<file path="src/rtl/uart_tx.sv">
// UART serial transmitter: accepts one word per valid/ready handshake and sends
// start bit, DATA_BITS data bits LSB first, then STOP_BITS stop bits on a registered line.
module uart_tx #(
  parameter int CLK_PER_BIT = 434,
  parameter int DATA_BITS   = 8,
  parameter int STOP_BITS   = 1
) (
  input  logic                 clk,
  input  logic                 nrst,
  input  logic [DATA_BITS-1:0] tx_data,
  input  logic                 tx_valid,
  output logic                 tx_ready,
  output logic                 tx,
  output logic                 busy
);

  localparam int CNT_W = $clog2(CLK_PER_BIT);
  localparam int IDX_W = $clog2(DATA_BITS);
  localparam logic [CNT_W-1:0] LAST_TICK = CNT_W'(CLK_PER_BIT - 1);
  localparam logic [IDX_W-1:0] LAST_DATA = IDX_W'(DATA_BITS - 1);
  localparam logic [IDX_W-1:0] LAST_STOP = IDX_W'(STOP_BITS - 1);

  typedef enum logic [1:0] {IDLE, START, DATA, STOP} state_t;

  state_t               r_state;
  logic [CNT_W-1:0]     r_timer;
  logic [IDX_W-1:0]     r_idx;
  logic [DATA_BITS-1:0] r_shreg;
  logic                 r_tx;
  logic                 r_tx_ready;
  logic                 r_busy;

  logic w_accept;
  logic w_bit_end;

  assign w_accept  = tx_valid & r_tx_ready;
  assign w_bit_end = (r_timer == LAST_TICK);

  // Line, handshake and busy are all registered here so tx can only move on a bit boundary.
  always_ff @(posedge clk) begin
    if (!nrst) begin
      r_state    <= IDLE;
      r_timer    <= '0;
      r_idx      <= '0;
      r_shreg    <= '0;
      r_tx       <= 1'b1;
      r_tx_ready <= 1'b1;
      r_busy     <= 1'b0;
    end else begin
      case (r_state)
        IDLE: begin
          r_tx <= 1'b1;
          if (w_accept) begin
            r_shreg    <= tx_data;
            r_state    <= START;
            r_timer    <= '0;
            r_tx       <= 1'b0;
            r_tx_ready <= 1'b0;
            r_busy     <= 1'b1;
          end
        end
        START: begin
          if (w_bit_end) begin
            r_timer <= '0;
            r_idx   <= '0;
            r_state <= DATA;
            r_tx    <= r_shreg[0];
          end else begin
            r_timer <= r_timer + 1'b1;
          end
        end
        DATA: begin
          if (w_bit_end) begin
            r_timer <= '0;
            r_shreg <= r_shreg >> 1;
            if (r_idx == LAST_DATA) begin
              r_idx   <= '0;
              r_state <= STOP;
              r_tx    <= 1'b1;
            end else begin
              r_idx <= r_idx + 1'b1;
              r_tx  <= r_shreg[1];
            end
          end else begin
            r_timer <= r_timer + 1'b1;
          end
        end
        STOP: begin
          if (w_bit_end) begin
            r_timer <= '0;
            if (r_idx == LAST_STOP) begin
              r_idx      <= '0;
              r_state    <= IDLE;
              r_tx_ready <= 1'b1;
              r_busy     <= 1'b0;
            end else begin
              r_idx <= r_idx + 1'b1;
            end
          end else begin
            r_timer <= r_timer + 1'b1;
          end
        end
        default: begin
          r_state    <= IDLE;
          r_tx       <= 1'b1;
          r_tx_ready <= 1'b1;
          r_busy     <= 1'b0;
        end
      endcase
    end
  end

  assign tx       = r_tx;
  assign tx_ready = r_tx_ready;
  assign busy     = r_busy;

endmodule

</file>
<file path="config.mk">
export PLATFORM = sky130hd
export DESIGN_NAME = uart_tx
export DESIGN_NICKNAME = d
export VERILOG_FILES = /design/src/rtl/uart_tx.sv
export SDC_FILE = /design/constraint.sdc
export NUM_CORES = 1
export LEC_CHECK = 0
export CORE_UTILIZATION = 50
export DETAILED_ROUTE_END_ITERATION = 8
export GPL_TIMING_DRIVEN = 0
export PLACE_DENSITY = 0.74
export SYNTH_ARGS = -nofsm -noshare
export SYNTH_HDL_FRONTEND = slang
export SYNTH_SLANG_ARGS = --single-unit
</file>
<file path="constraint.sdc">
create_clock -name clk -period 1.91 [get_ports clk]
set_input_delay 0.4775 -clock clk [delete_from_list [all_inputs] [get_ports clk]]
set_output_delay 0.4775 -clock clk [all_outputs]
set_load 0.02 [all_outputs]
</file>
Word level (Yosys, flattened, before mapping). Cells that the tools add are included.

ROM bits: 0. Memories kept: 0. Output and inout port bits: 3. Word-level logic and storage cells: 65. Latch bits: 0. Input port bits: 11. Bits in writable memories: 0. Bits in registers: 25.

$add $sub $neg: 2. Bitwise gates (word level): 1. Order comparisons: 0. Reduce and logical (&&, ||, !) cells: 12. Multipliers: 0. Divide/modulo/power cells: 0. Shift operators: 0. Muxes and demuxes: 32. Equal/unequal tests: 11.

Operator list (count): 2-to-1 mux 9 bit (2); one-hot mux 9 bit (2 select lines) (1); 2-to-1 mux 8 bit (2); one-hot mux 8 bit (2 select lines) (1); 2-to-1 mux 3 bit (5); 2-to-1 mux 2 bit (6); != test 2 bit, second input constant (6); 2-to-1 mux 1 bit (10); adder 9 x 1 -> 9 bit, second input constant (1); == test 9 bit, second input constant (1); one-hot mux 3 bit (3 select lines) (1); one-hot mux 2 bit (4 select lines) (1); AND reduction 4 bit (2); AND reduction 3 bit (2); AND reduction 6 bit (1); nonzero test 3 bit (2); == test 2 bit, second input constant (2); one-hot mux 1 bit (2 select lines) (2); nonzero test 2 bit (2); adder 3 x 1 -> 3 bit, second input constant (1); == test 3 bit, second input constant (1); zero test 3 bit (1); one-hot mux 1 bit (3 select lines) (1); OR reduction 3 bit (1); other kinds (3) (3).

Longest topological paths before layout.
Depth after elaboration: 4. Depth in mapped cells: 7. Mapped depth without buffers: 6.

Least setup slack after synthesis. No wires, ideal clock.

Path kind: flip-flop to flip-flop. Start point: register r_timer[2]. End point: register r_shreg[7]. Clock period less this slack: 1800 ps. Data required time: 1838 ps. Setup slack: 110 ps. Path buffers: 2. Stages on the path, launching flop included: 7. Data arrival time: 1729 ps. Cells stage by stage: dfxtp_1 buf_6 or4b_4 o31ai_4 and2_1 buf_6 mux2i_1.

Cells in the longest elaborated chain, start to end: 3.

Ends and longest elaborated chain: start: declaration (RTL line 26) `logic [CNT_W-1:0] r_timer;`; start signal: assignment (RTL line 69) `r_timer <= r_timer + 1'b1;`; start signal: assignment (RTL line 85) `r_timer <= r_timer + 1'b1;`; start signal: assignment (RTL line 100) `r_timer <= r_timer + 1'b1;`; == test 9 bit (RTL line 37) `assign w_bit_end = (r_timer == LAST_TICK);`; != test 2 bit (no line); AND reduction 3 bit (no line); end signal: assignment (RTL line 54) `r_shreg <= tx_data;`; end signal: assignment (RTL line 75) `r_shreg <= r_shreg >> 1;`; end: declaration (RTL line 28) `logic [DATA_BITS-1:0] r_shreg;`.

No other way between the ends. A chain may end at the register's enable or synchronous reset.

Final worst setup path. Ends and elaborated chain as after synthesis.

==> results.toml <==
[timing]
hold_violations = 0
slew_viol_final = 0
rsz0062_at_grt = "no"
relSlewSlack_pct = 65.65
min_period_over_period_pct = 94.07
worst_pin_slew_ns = 0.5153
setup_viol = 0
fin_skew_ns = 0.009238
fin_hold_ws_ns = 0.4661
timing.fmax_mhz = 556.6
finalCriticalPeriod_ns = 1.797

[finish]
num-fill-cells = 230
drive_above_1_share_pct = 12.71
antenna_cells = 0
area_growth_pct = 16.84
nNetsFinal = 203
multi_input_area_um2 = 853.3
stdcell_count = 211
regArea_um2 = 505.5

[clocking]
cts_num_sinks = 25
cts-htree-levels = 1
cts_tree = "done"
cts_buffer_depth = 2
clk_pin_slew_worst_paths_ns = 0.14
worstSkewPairLatency_ns = 0.32
hold_buffers = 0
numCtsBuffers = 3
cts_root_buf = "clkbuf_4"

[synth]
netlist_area_um2 = 1404
synth_flop_cell = "dfxtp_1"
synth_cell_type_count = 34
synth.most_common_cell = "dfxtp_1"
syn-mean-instance-area_um2 = 8.560
post-synth-top-area-cell = "dfxtp_1"
yosysWarnings = 0
syn_nets = 185
async_flop_share_pct = 0
synth_edf_count = 0
synth.ff_latch_count = 25
synth_top_area_share_pct = 35.65
synth.top_cells.by_count = "dfxtp_1 (25), nand2_1 (19), a21oi_1 (15)"
yosysSeqAreaShare_pct = 35.65
yosys-top-cells-area = "dfxtp_1 (36%), mux2i_1 (10%), ha_1 (8.9%), a21oi_1 (5.3%), nand2_1 (5.1%)"
postSynthCellCount = 164

[run]
maxCapViolations = 0

[detailed_routing]
vias = 1262
vias_per_cell = 5.981
drcViolationCount = 0
post_drt_wl_per_cell_um = 13.92
routed_wl_um = 2937
firstDrtPassIters = 4
ant_nets = 0
drt_iter0_drc = 56

[die]
rows = 18
die_area_um2 = 3023
coreArea_um2 = 2567
die_h_um = 54.99
initial_core_util_pct = 54.68
dieWidth_um = 54.99
num_io_pins = 14

[global_route]
grt_pass1_vias = 1137
met3_usage_pct = 2.459
grt_pass1_wl_um = 4940
grt_overflow = 0
grt_util_met2_pct = 35.94
grt_max_degree = 15
antenna_found_initial = 0
grt_use_met1_pct = 31.11
grtUsageTotal_pct = 22.42
grt-busiest-layer = "met2"

[pwr]
p_per_area_nw_per_um2 = 1317
p_leak_nw = 0.6010
p_total_mw = 2.161
peakVddDrop_v = 0.001003

[worst_setup_path]
path_cells = "buf_6 > or4b_4 > o31ai_4 > and2_4 > buf_6 > mux2i_1"
cp-end-kind = "register"
critPathKind = "register to register"
cp_num_buf_inv = 2
crit_arrival_ns = 2.05
rrSetupSlack_ns = 0.11
worst_path_most_repeated_cell = "buf_6"
critical-path-max-stage-delay_ns = 0.50
worstPathRequired_ns = 2.16
r2r_cells = 6
startpoint_type = "register"
cp_slowest_cell = "or4b_4"
r2r-end = "r_shreg[7]$_SDFFE_PN0P_"
path_max_fanout = 9
reg2reg_from = "r_timer[2]$_SDFFE_PN0N_"
crit_family = "simple AND/OR/NAND/NOR gates"

[status]
status = "finished clean"

[place]
io_buffers = 12
dp_hpwl_um = 2171
dp_cells = 206
gp_congestion = 0.8611

[hold_path]
min_to = "busy$_SDFFE_PN0P_"
hold_start = "busy$_SDFFE_PN0P_"
min_path_cells = 2
hold_class = "register to register"
report_power, final:
part | switching (mW) | total (mW) | internal (mW)
sequential | 0.0919 | 0.742 | 0.650
combinational | 0.664 | 1.18 | 0.515
clock | 0.161 | 0.239 | 0.0784
total | 0.917 | 2.16 | 1.24
worst register-to-register path: stages (launching register included):
cell	delay, ns
dfxtp_2	0.34
buf_6	0.12
or4b_4	0.51
o31ai_4	0.27
and2_4	0.19
buf_6	0.13
mux2i_1	0.18
cells in the final DEF (no fill, tap or decap), types with 3 or more instances in the layout:
master           instances
a211oi_2                 3
nor2_1                   7
a21oi_1                 14
a211oi_1                 5
dfxtp_1                 21
nand2_1                 19
clkbuf_4                 3
mux2i_1                 14
ha_1                    10
a31oi_1                  4
or3_1                    3
inv_1                   10
nand3_1                  9
clkdlybuf4s50_1         11
o21ai_0                  9
clkbuf_1                 3
dfxtp_2                  4
layout make-up:
class | count | area share, %
sequential | 25 | 30.82
timing repair buffer | 13 | 7.933
inverter | 10 | 2.288
clock inverter | 1 | 0.3051
multi-input combinational | 121 | 52.02
buffer | 8 | 2.975
clock buffer | 3 | 1.373
tap | 30 | 2.288
state kept, by name, indices dropped and copies added (netlist names):
name and cells:
busy 1, r_idx 3, r_shreg 8, r_state 2, r_timer 9, tx 1, tx_ready 1
cells by family (layout without fill, tap and decap cells):
logic type,count (synthesis),after routing,synth area share (%)
mux,14,14,9.982
simple gates,52,52,18.81
compound gates,45,45,20.77
fa+ha+maj,10,10,8.913
flops,25,25,35.65
buf+inv,18,35,5.882
how the worst max path moves through the flow:
| stage | cells past startpoint | start | slack [ns] | end |
|---|---|---|---|---|
| detailed placement | 4 | tx_valid | -0.14 | r_state[0]$_SDFFE_PN0P_ |
| global placement | 4 | tx_valid | -0.13 | r_state[1]$_SDFFE_PN0P_ |
| finish | 6 | r_timer[2]$_SDFFE_PN0N_ | 0.11 | r_shreg[7]$_SDFFE_PN0P_ |
| floorplan | 6 | r_timer[2]$_SDFFE_PN0N_ | 0.11 | r_shreg[7]$_SDFFE_PN0P_ |
| global route | 6 | r_state[0]$_SDFFE_PN0P_ | 0.007 | r_timer[2]$_SDFFE_PN0N_ |
| CTS | 6 | r_timer[2]$_SDFFE_PN0N_ | -0.03 | r_shreg[7]$_SDFFE_PN0P_ |
per-layer routing:
| layer | share of wire [%] | vias to the layer above |
|---|---|---|
| met1 | 47 | 584 |
| met5 | 0 | - |
| li1 | - | 630 |
| met2 | 46 | 44 |
| met4 | 1.0 | 0 |
| met3 | 6.1 | 4 |
timing repair:
| item | CTS | global route |
|---|---|---|
| gates resized for setup | 3 | 13 |
| buffers inserted | 0 | 1 |
| setup endpoints to repair | 10 | 23 |
| pin swaps | 1 | 3 |
| cloned | 0 | 0 |
stage by stage:
step                      setup TNS [ns]  cell area [um^2]  util (%)  worst slack (ns)
after detailed placement         -0.7131              1562     60.82           -0.1365
after global placement           -0.4507              1562     60.82           -0.1250
after CTS                       -0.03025              1597     62.18          -0.03025
after global routing                   0              1640     63.89          0.007098
final                                  0              1640     63.89            0.1133
after floorplan                        0              1404         -            0.1097
Power figures use the tool's default switching activity.
